## src/rtl/ps2_receiver.sv

```systemverilog
// PS/2 device-to-host frame receiver: synchronizes and deglitches the PS/2 clock,
// deserializes 11-bit frames (start, 8 data LSB first, odd parity, stop) and reports codes or errors.
module ps2_receiver #(
   parameter int FILTER_LEN = 8,
   parameter int TIMEOUT    = 100000
) (
   input  logic       clk,
   input  logic       reset,
   input  logic       PS2_clk,
   input  logic       PS2_data,
   output logic [7:0] code_out,
   output logic       code_valid,
   output logic       frame_err,
   output logic       busy
);

   // state    | meaning
   // S_IDLE   | waiting for a start bit (data low on a filtered falling edge)
   // S_DATA   | shifting in 8 data bits, LSB first
   // S_PARITY | capturing the odd-parity bit
   // S_STOP   | checking stop bit and parity, then publishing code or error
   typedef enum logic [1:0] {
      S_IDLE   = 2'd0,
      S_DATA   = 2'd1,
      S_PARITY = 2'd2,
      S_STOP   = 2'd3
   } state_t;

   localparam int FW = (FILTER_LEN > 1) ? $clog2(FILTER_LEN) : 1;
   localparam int TW = $clog2(TIMEOUT + 1);
   localparam logic [FW-1:0] FILT_LOAD = FW'(FILTER_LEN - 1);
   localparam logic [TW-1:0] TO_LAST   = TW'(TIMEOUT - 1);

   logic          clk_s1_q, clk_s2_q;
   logic          dat_s1_q, dat_s2_q;
   logic          filt_q, filt_d;
   logic [FW-1:0] filt_cnt_q, filt_cnt_d;
   logic          fall;

   state_t        state_q, state_d;
   logic [2:0]    bit_cnt_q, bit_cnt_d;
   logic [7:0]    shift_q, shift_d;
   logic          par_q, par_d;
   logic [7:0]    code_q, code_d;
   logic          valid_q, valid_d;
   logic          err_q, err_d;
   logic [TW-1:0] to_cnt_q, to_cnt_d;
   logic          timed_out;
   logic          parity_ok;

   always_ff @(posedge clk) begin
      if (reset) begin
         clk_s1_q   <= 1'b1;
         clk_s2_q   <= 1'b1;
         dat_s1_q   <= 1'b1;
         dat_s2_q   <= 1'b1;
         filt_q     <= 1'b1;
         filt_cnt_q <= FILT_LOAD;
      end else begin
         clk_s1_q   <= PS2_clk;
         clk_s2_q   <= clk_s1_q;
         dat_s1_q   <= PS2_data;
         dat_s2_q   <= dat_s1_q;
         filt_q     <= filt_d;
         filt_cnt_q <= filt_cnt_d;
      end
   end

   // Down-counter reloads whenever the synchronized clock agrees with the filtered one,
   // so only an unbroken run of FILTER_LEN differing samples reaches terminal count.
   always_comb begin
      filt_d     = filt_q;
      filt_cnt_d = FILT_LOAD;
      if (clk_s2_q != filt_q) begin
         if (filt_cnt_q == '0) begin
            filt_d = clk_s2_q;
         end else begin
            filt_cnt_d = filt_cnt_q - FW'(1);
         end
      end
   end

   assign fall      = filt_q & ~filt_d;
   assign parity_ok = ^{shift_q, par_q};
   assign timed_out = (state_q != S_IDLE) && !fall && (to_cnt_q == TO_LAST);

   always_ff @(posedge clk) begin
      if (reset) begin
         state_q   <= S_IDLE;
         bit_cnt_q <= '0;
         shift_q   <= '0;
         par_q     <= 1'b0;
         code_q    <= '0;
         valid_q   <= 1'b0;
         err_q     <= 1'b0;
         to_cnt_q  <= '0;
      end else begin
         state_q   <= state_d;
         bit_cnt_q <= bit_cnt_d;
         shift_q   <= shift_d;
         par_q     <= par_d;
         code_q    <= code_d;
         valid_q   <= valid_d;
         err_q     <= err_d;
         to_cnt_q  <= to_cnt_d;
      end
   end

   always_comb begin
      state_d   = state_q;
      bit_cnt_d = bit_cnt_q;
      shift_d   = shift_q;
      par_d     = par_q;
      code_d    = code_q;
      valid_d   = 1'b0;
      err_d     = 1'b0;
      to_cnt_d  = (state_q == S_IDLE || fall) ? '0 : to_cnt_q + TW'(1);

      case (state_q)
         S_IDLE: begin
            if (fall && !dat_s2_q) begin
               state_d   = S_DATA;
               bit_cnt_d = '0;
            end
         end
         S_DATA: begin
            if (fall) begin
               shift_d   = {dat_s2_q, shift_q[7:1]};
               bit_cnt_d = bit_cnt_q + 3'd1;
               if (bit_cnt_q == 3'd7) begin
                  state_d = S_PARITY;
               end
            end
         end
         S_PARITY: begin
            if (fall) begin
               par_d   = dat_s2_q;
               state_d = S_STOP;
            end
         end
         S_STOP: begin
            if (fall) begin
               state_d = S_IDLE;
               if (dat_s2_q && parity_ok) begin
                  code_d  = shift_q;
                  valid_d = 1'b1;
               end else begin
                  err_d = 1'b1;
               end
            end
         end
         default: state_d = S_IDLE;
      endcase

      // timed_out excludes edge cycles, so it never collides with a stop-bit result
      if (timed_out) begin
         state_d = S_IDLE;
         err_d   = 1'b1;
      end
   end

   assign code_out   = code_q;
   assign code_valid = valid_q;
   assign frame_err  = err_q;
   assign busy       = (state_q != S_IDLE);

endmodule

```

## config.mk

```make
export PLATFORM = sky130hd
export DESIGN_NAME = ps2_receiver
export DESIGN_NICKNAME = d
export VERILOG_FILES = /design/src/rtl/ps2_receiver.sv
export SDC_FILE = /design/constraint.sdc
export NUM_CORES = 1
export LEC_CHECK = 0
export ABC_AREA = 1
export CAP_MARGIN = 40
export CORE_ASPECT_RATIO = 0.7
export CORE_MARGIN = 8
export CORE_UTILIZATION = 50
export CTS_BUF_LIST = sky130_fd_sc_hd__clkbuf_2
export CTS_CLUSTER_SIZE = 28
export DETAILED_ROUTE_END_ITERATION = 10
export PLACE_DENSITY = 0.73
export SLEW_MARGIN = 20
export SYNTH_ARGS = -nofsm -noshare
export SYNTH_HDL_FRONTEND = slang
export SYNTH_SLANG_ARGS = --single-unit
export TNS_END_PERCENT = 20
```

## constraint.sdc

```tcl
create_clock -name clk -period 1.63 [get_ports clk]
set_input_delay 0.489 -clock clk [delete_from_list [all_inputs] [get_ports clk]]
set_output_delay 0.489 -clock clk [all_outputs]
set_load 0.02 [all_outputs]
```

==> reports/metrics.sh, run 1 <==
INITIAL_ANTENNA_VIOLATION_COUNT=0
CRITICAL_PATH_ARRIVAL_PS=1210
SYNTH_INSTANCES=327
CTS_MADE_BUFFERS=5
FINISH.NET_COUNT=383
START_KIND='flop'
SYN_NETS=341
P_LEAK_nW=1.25
HOLD_SLACK_PS=430
BOUNDARYPINS=15
NET-SWITCHING-POWER_uW=408
CRIT_PATH_MAX_FANOUT=2
DETAIL_ROUTE.WL_PER_CELL_UM=12.0
RSZ0062_AT_GRT='true'
SYNTH_ASYNC_SR_FLOP_SHARE=0
DETAILEDROUTE.FIRSTITERATIONVIOLATIONS=149
AREA_DELTA_SYNTH_FINAL_PCT=24.9
YS_DOMINANT_REG_CELL='sky130_fd_sc_hd__dfxtp_1'
PORT_BUFFERS=14
INSERTION_DELAY_PS=440
TIMING_WORST_SETUP_PATH_TYPE='reg2out'
PWR_DENSITY_CELL_nW_PER_UM2=585
CLOCK_POWER_SHARE=0.277
CRITICAL_PATH_BUF_INV_COUNT=3
PLACE.DETAILED.INSTANCES=412
NETLIST-CELL-TYPE-COUNT=32
REQUIRED_TIME_OF_THE_CRITICAL_PATH_PS=1140
FINAL_UTIL=0.636
HTREE_NUM_LEVELS=2
DRT.ANTENNA.VIOLATING_NETS=0
ANTENNA_CELLS=0
MIN_PATH_TYPE='reg2reg'
GRT_OVERFLOW=0
WORST-SLEW-PIN-TRANSITION_PS=400
DRTPASS1ITERATIONS=4
SYNTH-EDFF-COUNT=0
DRT-TOTAL-WL_MM=5.12
OUTCOME='finished, violations left'
CLOCK_PATH_BUFFERS=2
LAYOUT_SETUP_WS_PS=-66.7
POSTCTSHOLDBUFS=0
SYNTH.FF_LATCH_COUNT=49
FINALMAXSLEWVIOLATIONS=0
FP-ROW-COUNT=21
SYNTH_AREA_UM2=2390
CELLINTERNALPOWER_mW=1.34
GP_CONGESTION=0.820
TIMING.CRITICAL_PATH.MAX_DELAY_FAMILY='flip-flops'
SERIES_OF_CELL_INSTANCES_ALONG_THE_CRITICAL_PATH='inv_2 > ha_4 > inv_4 > buf_6'
TIMING.CRITICAL_PATH.SLOWEST_CELL_DELAY_PS=370
FP.COREAREA_UM2=4700
LAYOUT-DRIVE-GT1-SHARE=0.276
CLKSINKCOUNT=49
SWSHARE=0.233
DRC=0
NUM_VIAS=2133
SETUP.WORST_PATH.END_CLASS='output port'
YOSYSWARNINGS=0
VIOLATIONS='setup timing'
DETAILEDPLACEMENTHPWL_MM=3.57
MIN_PERIOD_OVER_PERIOD=1.04
CLOCK-ROOT-BUFFER='sky130_fd_sc_hd__clkbuf_2'
POWER.TOTAL_mW=1.75
WORST_PATH_MAX_DELAY_CELL='sky130_fd_sc_hd__dfxtp_2'
LAYOUT.CELLS.NON_FILLER=427
CTS_TREE='built'
IR_WORST_VDD_mV=0.381
SYNTH_SEQUENTIAL_AREA_RATIO=0.410
DETAILED_PLACE.AREA_UM2=2770
COMB_POWER_SHARE=0.031
LAYOUT.CELL_AREA.NON_FILLER_UM2=2990
WORST_SLEW_MARGIN_REL=0.732
MAX_CAP_VIOLATIONS=0
DIE_AREA_UM2=7290
WIRE_LENGTH_OF_THE_FIRST_GLOBAL_ROUTING_PASS_MM=8.09
GRT_PASS1_VIAS=1874
FMAX_GHz=0.589
HOLD_VIOL_FINAL=0
CLK_TRANSITION_REPORTED_PATHS_PS=220
PWR-SHARE-SEQ=0.692
SETUP-VIOLATIONS-FINAL=4
POST_LAYOUT_MINIMUM_CYCLE_TIME_PS=1700
DIE_X_UM=98.7
INITIAL_UTILIZATION=0.509
TIMING.CLOCK.SKEW_PS=10.1
GROUTE.USAGE.OVERALL=0.138
DRT-VIAS-PER-INSTANCE=5.00
DIEHEIGHT_UM=73.9
MAXIMUM_NUMBER_OF_PINS_ON_ONE_NET_BEFORE_GLOBAL_ROUTE_REPAIR=20
SYNTH_AREA_PER_CELL_UM2=7.32
[cell usage after synthesis (all sizes together) (6+ instances only)]
library cell,count,area share
nor3,6,0.015
xnor2,7,0.026
nand4,11,0.035
or2,7,0.018
dfxtp,49,0.41
nor2,30,0.054
nand3,13,0.031
o21ai,17,0.036
nand2,80,0.13
ha,10,0.052
inv,52,0.082
a21oi,24,0.052
[stage by stage]
step                worst slack, ps  TNS (ps)
finish                        -66.7      -112
global route                   -173     -2850
CTS                            -215     -2850
detailed placement             -245     -3440
global placement               -104     -1820
floorplan                     -37.5      -354
[flip-flops by register name (all words and copies together), names as in the netlist]
register and cells:
filt_cnt_q 3, frame_err 1, bit_cnt_q 3, clk_s2_q 1, clk_s1_q 1, shift_q 8, to_cnt_q 17, code_valid 1
state_q 2, code_out 8, dat_s1_q 1, filt_q 1, par_q 1, dat_s2_q 1
[worst reg2reg max path, stage by stage (launching register included)]
cell and delay, ps:
sky130_fd_sc_hd__dfxtp_1 370, sky130_fd_sc_hd__inv_1 70, sky130_fd_sc_hd__ha_4 160, sky130_fd_sc_hd__ha_4 170, sky130_fd_sc_hd__nand2_4 80, sky130_fd_sc_hd__nand3_4 100
sky130_fd_sc_hd__o21ai_2 180, sky130_fd_sc_hd__o21ai_1 90, sky130_fd_sc_hd__nor2_2 150, sky130_fd_sc_hd__inv_1 70, sky130_fd_sc_hd__nand2_1 80, sky130_fd_sc_hd__a21oi_2 60
[final timing paths]
path | startpoint | end | slack (ps) | cells after the start
max | state_q[1] | busy | -70 | 4
min | to_cnt_q[0] | to_cnt_q[0] | 430 | 1
max reg2reg | filt_cnt_q[1] | state_q[0] | -40 | 11
min reg2reg | to_cnt_q[0] | to_cnt_q[0] | 430 | 1
[cell families after synthesis]
group                    count (synthesis)  share of synthesized area
AO/OA/AOI/OAI                           47                      0.107
XOR/XNOR                                12                     0.0439
AND/OR/NAND/NOR                        149                      0.289
flip-flops                              49                      0.410
buffers and inverters                   60                     0.0973
adder cells (fa/ha/maj)                 10                     0.0523
[layer usage]
metal / share of wire / global-route usage / vias up
li1: - / - / 1130
met1: 0.49 / 0.167 / 963
met2: 0.46 / 0.228 / 34
met3: 0.041 / 0.0331 / 6
met4: 0.014 / 0.0677 / 0
met5: 0 / 0 / -
[power groups by stage]
stage	sequential [mW]	combinational [mW]	clock [mW]
floorplan	1.23	0.0249	0
global placement	1.23	0.0502	0
detailed placement	1.23	0.0506	0
CTS	1.21	0.0509	0.501
global route	1.21	0.0596	0.557
finish	1.21	0.0539	0.485
[cell usage in the layout, fill, tap and decap left out, drive strengths merged]
cell           instances
nor2                  30
o211a                  1
ha                    10
nor4                   1
inv                   52
nand2                 80
nor3b                  1
buf                   29
clkinv                 2
o31ai                  1
xor2                   5
o211ai                 1
clkdlybuf4s15          6
a21oi                 24
a211oi                 1
clkbuf                10
xnor2                  7
nand4                 12
o21ai                 17
nand3                 13
clkdlybuf4s50          3
nor3                   6
dfxtp                 49
o21a                   2
or2                    7
[cell type report]
| class | count | area [µm²] |
|---|---|---|
| tap | 57 | 71.3 |
| inverter | 52 | 198 |
| clock inverter | 2 | 10.0 |
| timing repair buffer | 42 | 392 |
| fill | 417 | 1710 |
| clock buffer | 6 | 30.0 |
| multi-input combinational | 219 | 1300 |
| sequential | 49 | 990 |
[what timing repair did]
item / CTS / global route
gates cloned: 0 / 1
resized for setup: 39 / 49
endpoints found under the setup margin: 47 / 53
pin swaps: 0 / 20
setup buffers: 0 / 6
Note: power is estimated with default switching activity, not from simulation.
==> run 2: changes to the inputs <==
HOLD_SLACK_MARGIN = 0.03   (was unset)
==> results of run 2 <==
No change in the layout: final DEF, timing and power equal those of run 1.
==> run 3: changes to the inputs <==
--- a/config.mk
+++ b/config.mk
@@ -14,4 +14,5 @@
 export CTS_CLUSTER_SIZE = 28
 export DETAILED_ROUTE_END_ITERATION = 10
+export GPL_TIMING_DRIVEN = 0
 export HOLD_SLACK_MARGIN = 0.03
 export PLACE_DENSITY = 0.73
==> constraint.sdc (replaced) <==
create_clock -name clk -period 1.63 [get_ports clk]
set_input_delay 0.489 -clock clk [delete_from_list [all_inputs] [get_ports clk]]
set_output_delay 0.489 -clock clk [all_outputs]
set_load 0.05 [all_outputs]
==> run 3 against run 2 <==
- the flow still finishes with violations (setup timing)
- sequential share of layout area increased by 0.17 points
- clock-buffer cell count unchanged
- critical path depth unchanged
- via count increased by 0.33%
- design area decreased by 0.63%
- clock skew increased by 11 ps
==> reports/metrics.sh, run 3 (synthesis gave the netlist of run 1 again) <==
POWER.TOTAL_mW=1.73  # was 1.75 mW
SETUP.WORST_PATH.END_CLASS='output port'  # unchanged
TIMING.CLOCK.SKEW_PS=21.1  # was 10.1 ps
WORST-SLEW-PIN-TRANSITION_PS=468  # was 400 ps
CRIT_PATH_MAX_FANOUT=2  # unchanged
TIMING.CRITICAL_PATH.MAX_DELAY_FAMILY='flip-flops'  # unchanged
WORST_SLEW_MARGIN_REL=0.688  # was 0.732
RSZ0062_AT_GRT='true'  # unchanged
REQUIRED_TIME_OF_THE_CRITICAL_PATH_PS=1140  # about the same
CP-STARTPOINT='state_q[0]'  # was state_q[1]
DETAIL_ROUTE.WL_PER_CELL_UM=12.5  # was 12.0 µm
MIN_PATH_TYPE='reg2reg'  # unchanged
R2R_CELLS=10  # was 11
MAX_CAP_VIOLATIONS=0  # unchanged
CTS_MADE_BUFFERS=5  # unchanged
FINAL_COMMON_CELL='sky130_fd_sc_hd__nand2_1'  # unchanged
DRT.ANTENNA.VIOLATING_NETS=0  # unchanged
GRT_OVERFLOW=0  # unchanged
INSERTION_DELAY_PS=430  # was 440 ps
COMMONEST_CELLS_AFTER_ROUTING_FILL_AND_TAPS_ASIDE='68 x sky130_fd_sc_hd__nand2_1, 43 x sky130_fd_sc_hd__dfxtp_1, 41 x sky130_fd_sc_hd__inv_1'  # was 72 x sky130_fd_sc_hd__nand2_1, 42 x sky130_fd_sc_hd__inv_1, 42 x sky130_fd_sc_hd__dfxtp_1
FP-ROW-COUNT=21  # unchanged
LAYOUT.CELL_AREA.NON_FILLER_UM2=2970  # was 2990 µm²
TIMING.CRITICAL_PATH.SLOWEST_CELL_DELAY_PS=370  # about the same
CLOCK-ROOT-BUFFER='sky130_fd_sc_hd__clkbuf_2'  # unchanged
MIN_PERIOD_OVER_PERIOD=1.09  # was 1.04
TIMING.HOLD.WORST_ENDPOINT='filt_cnt_q[0]'  # was to_cnt_q[0]
DRT-TOTAL-WL_MM=5.29  # was 5.12 mm
BOUNDARYPINS=15  # unchanged
DIE_AREA_UM2=7290  # unchanged
DRT-VIAS-PER-INSTANCE=5.05  # was 5.00
FP.COREAREA_UM2=4700  # unchanged
WORST_R2R_STARTPOINT='filt_cnt_q[0]'  # was filt_cnt_q[1]
POST-PLACE-WS_PS=-456  # was -245 ps
FINISH.NET_COUNT=381  # was 383
DETAILEDPLACEMENTHPWL_MM=3.29  # was 3.57 mm
SETUP-VIOLATIONS-FINAL=14  # was 4
DETAILEDROUTE.FIRSTITERATIONVIOLATIONS=97  # was 149
TIMING_WORST_SETUP_PATH_TYPE='reg2out'  # unchanged
POSTCTSHOLDBUFS=0  # unchanged
DIE_X_UM=98.7  # unchanged
START_KIND='flop'  # unchanged
WORST_PATH_MAX_DELAY_CELL='sky130_fd_sc_hd__dfxtp_2'  # unchanged
PORT_BUFFERS=14  # unchanged
AREA_DELTA_SYNTH_FINAL_PCT=24.2  # was 24.9%
LAYOUT-DRIVE-GT1-SHARE=0.292  # was 0.276
PWR_DENSITY_CELL_nW_PER_UM2=583  # was 585 nW/µm²
CRITICAL_PATH_ARRIVAL_PS=1280  # was 1210 ps
CRITICAL_PATH_BUF_INV_COUNT=3  # unchanged
HP-START='filt_cnt_q[0]'  # was to_cnt_q[0]
GROUTE.USAGE.OVERALL=0.139  # was 0.138
CLOCK_PATH_BUFFERS=2  # unchanged
PLACE.DETAILED.INSTANCES=398  # was 412
CTS_TREE='built'  # unchanged
INITIAL_ANTENNA_VIOLATION_COUNT=0  # unchanged
POST_LAYOUT_MINIMUM_CYCLE_TIME_PS=1770  # was 1700 ps
WIRE_LENGTH_OF_THE_FIRST_GLOBAL_ROUTING_PASS_MM=8.20  # was 8.09 mm
CLK_TRANSITION_REPORTED_PATHS_PS=220  # about the same
HOLD_VIOL_FINAL=0  # unchanged
CLKSINKCOUNT=49  # unchanged
SERIES_OF_CELL_INSTANCES_ALONG_THE_CRITICAL_PATH='inv_2 > ha_4 > clkinvlp_4 > buf_8'  # was inv_2 > ha_4 > inv_4 > buf_6
REGTOREGSETUPSLACK_PS=-100  # was -40 ps
LAYOUT_SETUP_WS_PS=-142  # was -66.7 ps
LARGEST_REGISTER_FFS=17  # unchanged
INITIAL_UTILIZATION=0.509  # unchanged
DRTPASS1ITERATIONS=4  # unchanged
FINALMAXSLEWVIOLATIONS=0  # unchanged
GP_CONGESTION=0.829  # was 0.820
GRT_PASS1_VIAS=1914  # was 1874
MAXIMUM_NUMBER_OF_PINS_ON_ONE_NET_BEFORE_GLOBAL_ROUTE_REPAIR=14  # was 20
ANTENNA_CELLS=0  # unchanged
OUTCOME='finished, violations left'  # unchanged
LAYOUT.CELLS.NON_FILLER=424  # was 427
DRC=0  # unchanged
NUM_VIAS=2140  # was 2133
DIEHEIGHT_UM=73.9  # unchanged
FMAX_GHz=0.564  # was 0.589 GHz
VIOLATIONS='setup timing'  # unchanged
HTREE_NUM_LEVELS=2  # unchanged
IR_WORST_VDD_mV=0.406  # was 0.381 mV
HOLD_SLACK_PS=441  # was 430 ps
DETAILED_PLACE.AREA_UM2=2610  # was 2770 µm²
TIMING.RR.END='code_out[3]'  # was state_q[0]
TOP_REGISTER_BY_NUMBER_OF_FLIP_FLOPS='to_cnt_q'  # unchanged
HOLD_DEPTH=1  # unchanged
P_LEAK_nW=1.21  # was 1.25 nW
run 3: worst max path at each step:
stage                       end  slack (ps)  cells after the start
floorplan           code_out[0]         -40                     10
global placement           busy        -460                      4
detailed placement         busy        -460                      4
CTS                        busy        -150                      4
global route               busy        -220                      4
finish                     busy        -140                      4
run 3: worst reg2reg max path, delay by kind of cell, from the launching register on:
| kind | cells | cell delay, ps |
|---|---|---|
| buffers and inverters | 2 | 80 |
| adders and majority gates | 2 | 320 |
| DFF | 1 | 380 |
| and+or+nand+nor | 6 | 920 |
run 3: per-stage QoR:
stage / TNS [ps] / utilization
floorplan: -357 / -
global placement: -11180 / 0.554
detailed placement: -11160 / 0.554
CTS: -1200 / 0.574
global route: -2910 / 0.632
finish: -851 / 0.632
run 3: routing by layer:
metal | share of wire | global-route usage
met1 | 0.48 | 0.168
met2 | 0.47 | 0.227
met3 | 0.037 | 0.0378
met4 | 0.020 | 0.0626
met5 | 0 | 0
run 3: power breakdown:
group          internal (mW)  switching, mW  total (mW)
sequential              1.21        0.00536        1.21
clock                 0.0999          0.374       0.474
combinational         0.0177         0.0264      0.0441
total                   1.32          0.406        1.73
run 3: area by class of cell:
cell class              count  area, µm²
multi-input cells         219       1380
plain buffers               8       45.0
fillers                   412       1730
clock buffers               6       30.0
clock inverters             1       3.75
flip-flops and latches     49        988
repair buffers             32        245
inverters                  52        204
well taps                  57       71.3
run 3: what timing repair did:
item | in CTS | in global routing
resized for setup | 78 | 59
endpoints found under the setup margin | 47 | 44
gates cloned | 0 | 1
pin swaps | 2 | 26
buffers inserted | 5 | 13
